==> config.mk <==
export PLATFORM = sky130hd
export DESIGN_NAME = read_submitter_multi
export DESIGN_NICKNAME = d
export VERILOG_FILES = /design/src/rtl/read_submitter_multi.sv
export SDC_FILE = /design/constraint.sdc
export NUM_CORES = 1
export LEC_CHECK = 0
export ABC_AREA = 1
export CORE_MARGIN = 5
export CORE_UTILIZATION = 25
export DETAILED_ROUTE_END_ITERATION = 7
export SYNTH_ARGS = -nofsm -noshare
export SYNTH_HDL_FRONTEND = slang
export SYNTH_SLANG_ARGS = --single-unit
==> constraint.sdc <==
create_clock -name clk -period 1.68 [get_ports clk]
set_input_delay 0.168 -clock clk [delete_from_list [all_inputs] [get_ports clk]]
set_output_delay 0.168 -clock clk [all_outputs]
set_load 0.01 [all_outputs]
==> src/rtl/read_submitter_multi.sv <==
// Read-submit controller for the event buffer readout path: waits for every
// unmasked channel to be ready, issues a one-cycle read_submit and locks out.
module read_submitter_multi #(
    parameter int N_CH             = 16,
    parameter int MAX_PENDING_TIME = 1000,
    parameter int LOCK_TIME        = 30,
    parameter int CNT_W            = 16
) (
    input  logic             clk,
    input  logic             reset,
    input  logic             live_rising,
    input  logic [N_CH-1:0]  request,
    input  logic [N_CH-1:0]  input_mask,
    output logic             read_submit,
    output logic             pending_err,
    output logic [N_CH-1:0]  missing_mask,
    output logic [CNT_W-1:0] submit_count,
    output logic [7:0]       err_count
);

    // A zero-width counter is not representable, so both counters keep at least one bit.
    localparam int PEND_W = (MAX_PENDING_TIME > 0) ? $clog2(MAX_PENDING_TIME + 1) : 1;
    localparam int LOCK_W = (LOCK_TIME > 0) ? $clog2(LOCK_TIME + 1) : 1;

    localparam logic [PEND_W-1:0] PEND_MAX  = PEND_W'(MAX_PENDING_TIME);
    localparam logic [LOCK_W-1:0] LOCK_LAST = LOCK_W'((LOCK_TIME > 0) ? (LOCK_TIME - 1) : 0);

    typedef enum logic [2:0] {
        ST_IDLE   = 3'd0,
        ST_WAIT   = 3'd1,
        ST_SUBMIT = 3'd2,
        ST_LOCK   = 3'd3,
        ST_ERROR  = 3'd4
    } state_t;

    function automatic logic [7:0] sat_inc8(input logic [7:0] v);
        if (v == 8'hFF) begin
            return v;
        end else begin
            return v + 8'd1;
        end
    endfunction

    state_t            state_q, state_d;
    logic [PEND_W-1:0] pend_q, pend_d;
    logic [LOCK_W-1:0] lock_q, lock_d;
    logic              read_submit_q, read_submit_d;
    logic              pending_err_q, pending_err_d;
    logic [N_CH-1:0]   missing_q, missing_d;
    logic [CNT_W-1:0]  sub_cnt_q, sub_cnt_d;
    logic [7:0]        err_cnt_q, err_cnt_d;

    logic [N_CH-1:0]   active_s;
    logic [N_CH-1:0]   eff_s;
    logic              all_ready_s;
    logic              any_req_s;

    // Qualify requests against the channel mask.
    always_comb begin
        active_s    = ~input_mask;
        eff_s       = request & active_s;
        all_ready_s = (active_s != '0) && (eff_s == active_s);
        any_req_s   = |eff_s;
    end

    // Next-state, counter and registered-output logic.
    always_comb begin
        state_d       = state_q;
        pend_d        = pend_q;
        lock_d        = lock_q;
        missing_d     = missing_q;
        sub_cnt_d     = sub_cnt_q;
        err_cnt_d     = err_cnt_q;
        read_submit_d = 1'b0;
        pending_err_d = 1'b0;

        case (state_q)
            ST_IDLE: begin
                if (all_ready_s) begin
                    state_d = ST_SUBMIT;
                end else if (any_req_s) begin
                    state_d = ST_WAIT;
                    pend_d  = PEND_W'(1);
                end else begin
                    state_d = ST_IDLE;
                end
            end
            ST_WAIT: begin
                if (all_ready_s) begin
                    state_d = ST_SUBMIT;
                    pend_d  = '0;
                end else if (live_rising || !any_req_s) begin
                    state_d = ST_IDLE;
                    pend_d  = '0;
                end else if (pend_q == PEND_MAX) begin
                    state_d   = ST_ERROR;
                    missing_d = active_s & ~request;
                    err_cnt_d = sat_inc8(err_cnt_q);
                end else begin
                    pend_d = pend_q + PEND_W'(1);
                end
            end
            ST_SUBMIT: begin
                lock_d = '0;
                if (LOCK_TIME == 0) begin
                    state_d = ST_IDLE;
                end else begin
                    state_d = ST_LOCK;
                end
            end
            ST_LOCK: begin
                // Leaving on LOCK_LAST makes the lockout exactly LOCK_TIME cycles.
                if (lock_q == LOCK_LAST) begin
                    state_d = ST_IDLE;
                    lock_d  = '0;
                end else begin
                    lock_d = lock_q + LOCK_W'(1);
                end
            end
            ST_ERROR: begin
                if (live_rising) begin
                    state_d   = ST_IDLE;
                    missing_d = '0;
                    pend_d    = '0;
                end else begin
                    state_d = ST_ERROR;
                end
            end
            default: begin
                state_d   = ST_IDLE;
                pend_d    = '0;
                lock_d    = '0;
                missing_d = '0;
            end
        endcase

        if (state_d == ST_SUBMIT) begin
            read_submit_d = 1'b1;
            sub_cnt_d     = sub_cnt_q + CNT_W'(1);
        end else begin
            read_submit_d = 1'b0;
        end

        if (state_d == ST_ERROR) begin
            pending_err_d = 1'b1;
        end else begin
            pending_err_d = 1'b0;
        end
    end

    // State, counters and output registers.
    always_ff @(posedge clk or posedge reset) begin
        if (reset) begin
            state_q       <= ST_IDLE;
            pend_q        <= '0;
            lock_q        <= '0;
            read_submit_q <= 1'b0;
            pending_err_q <= 1'b0;
            missing_q     <= '0;
            sub_cnt_q     <= '0;
            err_cnt_q     <= 8'd0;
        end else begin
            state_q       <= state_d;
            pend_q        <= pend_d;
            lock_q        <= lock_d;
            read_submit_q <= read_submit_d;
            pending_err_q <= pending_err_d;
            missing_q     <= missing_d;
            sub_cnt_q     <= sub_cnt_d;
            err_cnt_q     <= err_cnt_d;
        end
    end

    assign read_submit  = read_submit_q;
    assign pending_err  = pending_err_q;
    assign missing_mask = missing_q;
    assign submit_count = sub_cnt_q;
    assign err_count    = err_cnt_q;

endmodule

# After elaboration in Yosys (flattened, before gate mapping)
# Cells that the tools add are included.
# op_classes
add_sub_neg	4
n_eq_ne	17
mux	24
bitwise_logic	9
reduce_logical	12
# ops
op	n
two-way mux 16 bit	4
two-way mux 10 bit	6
case mux 16 bit (3 select lines)	1
case mux 10 bit (4 select lines)	1
bitwise AND 16 bit	2
inverter 16 bit	2
adder 16 x 1 -> 16 bit, second input constant	1
== test 16 bit	1
nonzero test 16 bit	1
OR reduction 16 bit	1
two-way mux 3 bit	5
case mux 3 bit (5 select lines)	1
AND reduction 5 bit	3
inequality test 2 bit, second input constant	6
adder 10 x 1 -> 10 bit, second input constant	1
== test 10 bit, second input constant	1
case mux 5 bit (2 select lines)	1
== test 3 x 2 -> 1 bit, second input constant	3
adder 8 x 1 -> 8 bit, second input constant	1
== test 8 bit, second input constant	1
== test 3 bit, second input constant	2
OR reduction 3 bit	2
adder 5 x 1 -> 5 bit, second input constant	1
== test 5 bit, second input constant	1
11 further kinds	17
# totals
ff_bits	60
inputBits	35
out_inout_bits	42
word_cells	74

# Depth between registers and ports, before layout
# depth
depth_word	10
mapped_depth	15
ltp_nobuf	14

# Least setup slack after synthesis
# No wires, ideal clock.
# synth_timing
path_type	register to register
startpoint	reg pend_q[0]
endpoint	reg sub_cnt_q[7], in the netlist submit_count[7]
setup_time_ns	0.117
arrival_time_ns	1.526
required_ns	1.563
path_slack_ns	0.037
path_stages_with_launch	13
n_path_buf	1
synth_period_minus_slack_ns	1.643
cell_sequence	dfrtp_1 > inv_1 > ha_1 > nand3_1 > nor2_2 > nand2_2 > nand2_1 > nor2_4 > nor2_8 > nand2_4 > buf_6 > nand2_1 > nand2_1
# synth_between
elab_chain_cells	6
# synth_lines
element	line_no	rtl
from (decl)	45	logic [PEND_W-1:0] pend_q, pend_d;
from (signal assigned)	164	pend_q <= pend_d;
== test 10 bit	95	end else if (pend_q == PEND_MAX) begin
two-way mux 3 bit	95	
two-way mux 3 bit	92	end else if (live_rising || !any_req_s) begin
two-way mux 3 bit	89	if (all_ready_s) begin
case mux 3 bit (5 select lines)	77	case (state_q)
== test 3 x 2 -> 1 bit	137	if (state_d == ST_SUBMIT) begin
to (signal assigned)	169	sub_cnt_q <= sub_cnt_d;
to (decl)	50	logic [CNT_W-1:0] sub_cnt_q, sub_cnt_d;
# No other way between the ends.
# A chain may end at the register's enable or synchronous reset.

# Final worst setup path
# layout_timing
startpoint	reg pend_q[1]
endpoint	reg sub_cnt_q[10], in the netlist submit_count[10]
# Same word-level chain as after synthesis.

==> summary.txt <==
Run status
  • Status: finished, violations left
  • Failing checks: setup timing

Critical path
  • Required @ worst endpoint: 1960 ps
  • Arrival time at the worst endpoint: 2060 ps
  • Nature of the critical path startpoint: flop
  • Logic depth of the worst register-to-register path: 16
  • Setup Crit Path Kind: reg -> reg
  • Worst setup EP type: flop
  • Peak fanout along the critical path: 8

Yosys
  • Commonest register cell after synthesis: dfrtp_1
  • Post-Syn Area: 3704 µm²
  • Most frequent cell after synthesis: nand2_1
  • Post-synthesis cell type count: 35
  • Synthesized-area fraction occupied by ao, oa, aoi and oai cells: 0.03108
  • Post-synthesis instance total: a little over 500
  • Post-synth ARST share: 1.000
  • Count of flip-flops with a built-in enable after synthesis: 0
  • Post-synthesis share of cell area spent on xor and xnor gates: 0.05676
  • Mean cell area of the mapped netlist: around 7.2 µm²
  • Share of Yosys cell area claimed by the top area cell type: 0.4054
  • Synth Warn #: 0
  • Portion of the post-synthesis area used by sequential elements: 0.4054
  • Mux contribution to synthesized area: 0
  • Main combinational cell family by area after synthesis: simple AND/OR/NAND/NOR gates
  • Area share of and/or/nand/nor cells after synthesis: 0.4074
  • Adder and majority cell fraction of the synthesized area: 0.02027
  • Number of nets produced by synthesis: 556
  • Largest cells by area after synthesis: dfrtp_1, nand2_1, nand3_1
  • Area leader, netlist: dfrtp_1
  • Commonest cells in the synthesized netlist: nand2_1, dfrtp_1, inv_1
  • Register bit count reported by yosys: 60

Timing
  • Actual transition at the worst max-transition pin: around 360 ps
  • Fin crit period: between 1500 and 2000 ps
  • Period utilisation layout: 1.060
  • Maximum clock rate: 561.5 MHz
  • Post-Route Hold Slack: roughly 120 ps
  • Min setup slack post-route: -100.9 ps
  • # setup viols final: 27
  • Worst Skew: about 4.3 ps
  • Relative slew slack: 0.7563
  • Number of hold-slack violations in the final timing report: 0
  • RSZ-0062 raised after global routing: yes
  • Max-slew violation total from the final report: 0

Global routing
  • Total gr overflow: 0
  • Via count of the first global-routing pass: between 3000 and 4000
  • Pin count of the biggest net entering global routing: 34
  • First-pass GRT wire length: about 18 mm
  • Number of antenna violations at the first check in global routing: 0
  • All-layer global routing usage: 0.1280

Finish
  • Antenna cell count: 0
  • Layout cell share with drive strength beyond 1: 0.2422
  • Nets: about 710
  • Layout-stage area growth over the synthesis result: 60.17%

Clock network
  • Clock transition at path regs: around 60 ps
  • Clock Tree Root: clkbuf_16
  • CTS HTree Levels: 3
  • # clock sinks: 60
  • CTS buffer count: 9
  • TritonCTS clock tree: built
  • Clock buffer depth: 2
  • Worst-skew pair later-pin latency: 330 ps

Placement
  • PortBufs: 76
  • GP Congestion: 0.8098
  • Total half-perimeter wirelength after legalization and detailed placement: between 7 and 8 mm
  • Worst setup slack before clock tree synthesis: -477.6 ps

Route
  • Number of design-rule violations left by the first detailed-router iteration: roughly 160
  • Detail-routed net length per standard cell: 12.57 µm
  • Detail-routed via count per cell: around 4.3
  • Iteration count of the initial detailed-routing pass: 5
  • Residual antenna-violating net count after detailed routing: 0
  • Wire length reported by the detailed router: 10.77 mm
  • Vias post-DR: ~3700
  • Drc violations: 0

Floorplanning
  • Number of core rows: 44
  • Placeable core region: ~15000 µm²
  • Die outline area: approximately 17000 µm²
  • Number of placed I/O pins: 77
  • Die outline height: 131.7 µm
  • Starting Density: 0.2548
  • DIE WIDTH: 131.7 µm

Power
  • Peak ir drop on the vdd network: roughly 0.7 mV
  • Cell area power density: 1173 nW/µm²
  • Lkg Pwr: 0.003024 µW

Worst hold path
  • Worst min-delay path category: in -> async

Flow run
  • Number of maximum-capacitance constraint violations: 0
per-layer routing:
| layer | track usage | wire length [µm] | vias to the layer above | share of wire |
|---|---|---|---|---|
| met5 | 0 | 0 | - | 0 |
| met4 | 0.03314 | 127 | 0 | 0.012 |
| met3 | 0.04587 | 662 | 10 | 0.061 |
| met2 | 0.1893 | 4807 | 79 | 0.45 |
| met1 | 0.1775 | 5176 | 1697 | 0.48 |
| li1 | - | - | 1939 | - |
path summary, 6_finish.rpt:
check                                            start                           end  slack [ps]
min reg2reg                missing_mask[1]$_DFFE_PP0P_   missing_mask[1]$_DFFE_PP0P_         470
min in group clk                            request[7]   missing_mask[7]$_DFFE_PP0P_         150
max                              pend_q[1]$_DFFE_PP0P_  submit_count[10]$_DFFE_PP0N_        -100
max reg2reg                      pend_q[1]$_DFFE_PP0P_  submit_count[10]$_DFFE_PP0N_        -100
max in group asynchronous                        reset      err_count[6]$_DFFE_PP0P_        1090
min                                              reset  missing_mask[12]$_DFFE_PP0P_         120
final cells by class:
| class | count | area (µm²) |
|---|---|---|
| fillers | 1487 | 8602 |
| multi-input cells | 390 | 2141 |
| clock inverters | 6 | 111.4 |
| flip-flops and latches | 60 | 1503 |
| inverters | 58 | 217.7 |
| clock buffers | 10 | 239.0 |
| repair buffers | 149 | 1490 |
| well taps | 184 | 230.2 |
power by group:
part / internal (µW) / switching [µW] / leakage (µW) / total (µW)
logic: 1410 / 1670 / 0.00204 / 3080
registers: 1580 / 108 / 0.000818 / 1690
clock network: 1490 / 701 / 0.000169 / 2190
what timing repair did:
item | 4_1_cts | 5_1_grt
hold buffers | 0 | 0
gates resized for setup | 18 | 58
gates cloned | 2 | 2
endpoints found under the setup margin | 51 | 53
pin swaps | 3 | 17
buffers inserted | 5 | 4
stage by stage:
stage	power [µW]	instance area [µm²]	cells	setup TNS (ps)	utilization
after detailed placement	4022	5180	828	-19850	0.3564
after global placement	4015	5180	828	-19080	0.3564
after floorplan	2988	3704	515	0	-
final	6956	5932	857	-1856	0.4081
after CTS	6780	5690	851	-2018	0.3915
after global routing	7367	5932	857	-6447	0.4081
layout by cell type, fill, tap and decap left out, types with 10 or more instances in the layout:
cell type and n:
nand2_1 160, buf_12 10, inv_1 52, nand2_2 32, dfrtp_1 59, clkdlybuf4s50_1 66
nand3_1 41, buf_4 59, nand4_1 12, xor2_1 17, dlymetal6s2s_1 10, nor2_1 47
sequential cells by signal (all words and copies together) (netlist names):
| signal | flops |
|---|---|
| pend_q | 10 |
| err_count | 8 |
| pending_err | 1 |
| read_submit | 1 |
| lock_q | 5 |
| submit_count | 16 |
| missing_mask | 16 |
| state_q | 3 |
kinds of logic after synthesis:
family	count (synthesis)
simple gates	335
buf+inv	68
flops	60
xor+xnor	24
compound gates	22
fa+ha+maj	6
critical path, cell delays in order, from the launching register on:
cell	delay (ps)
dfrtp_1	390
inv_2	80
ha_4	150
buf_6	100
nand3_4	60
nor2_4	100
nand2_2	70
nand2_1	60
inv_1	40
nand3_1	70
nand2_1	60
nand2_2	70
nand2_4	90
buf_12	170
nand2_8	110
nand2_2	50
nand2_1	60
Note: power is estimated with default switching activity, not from simulation.
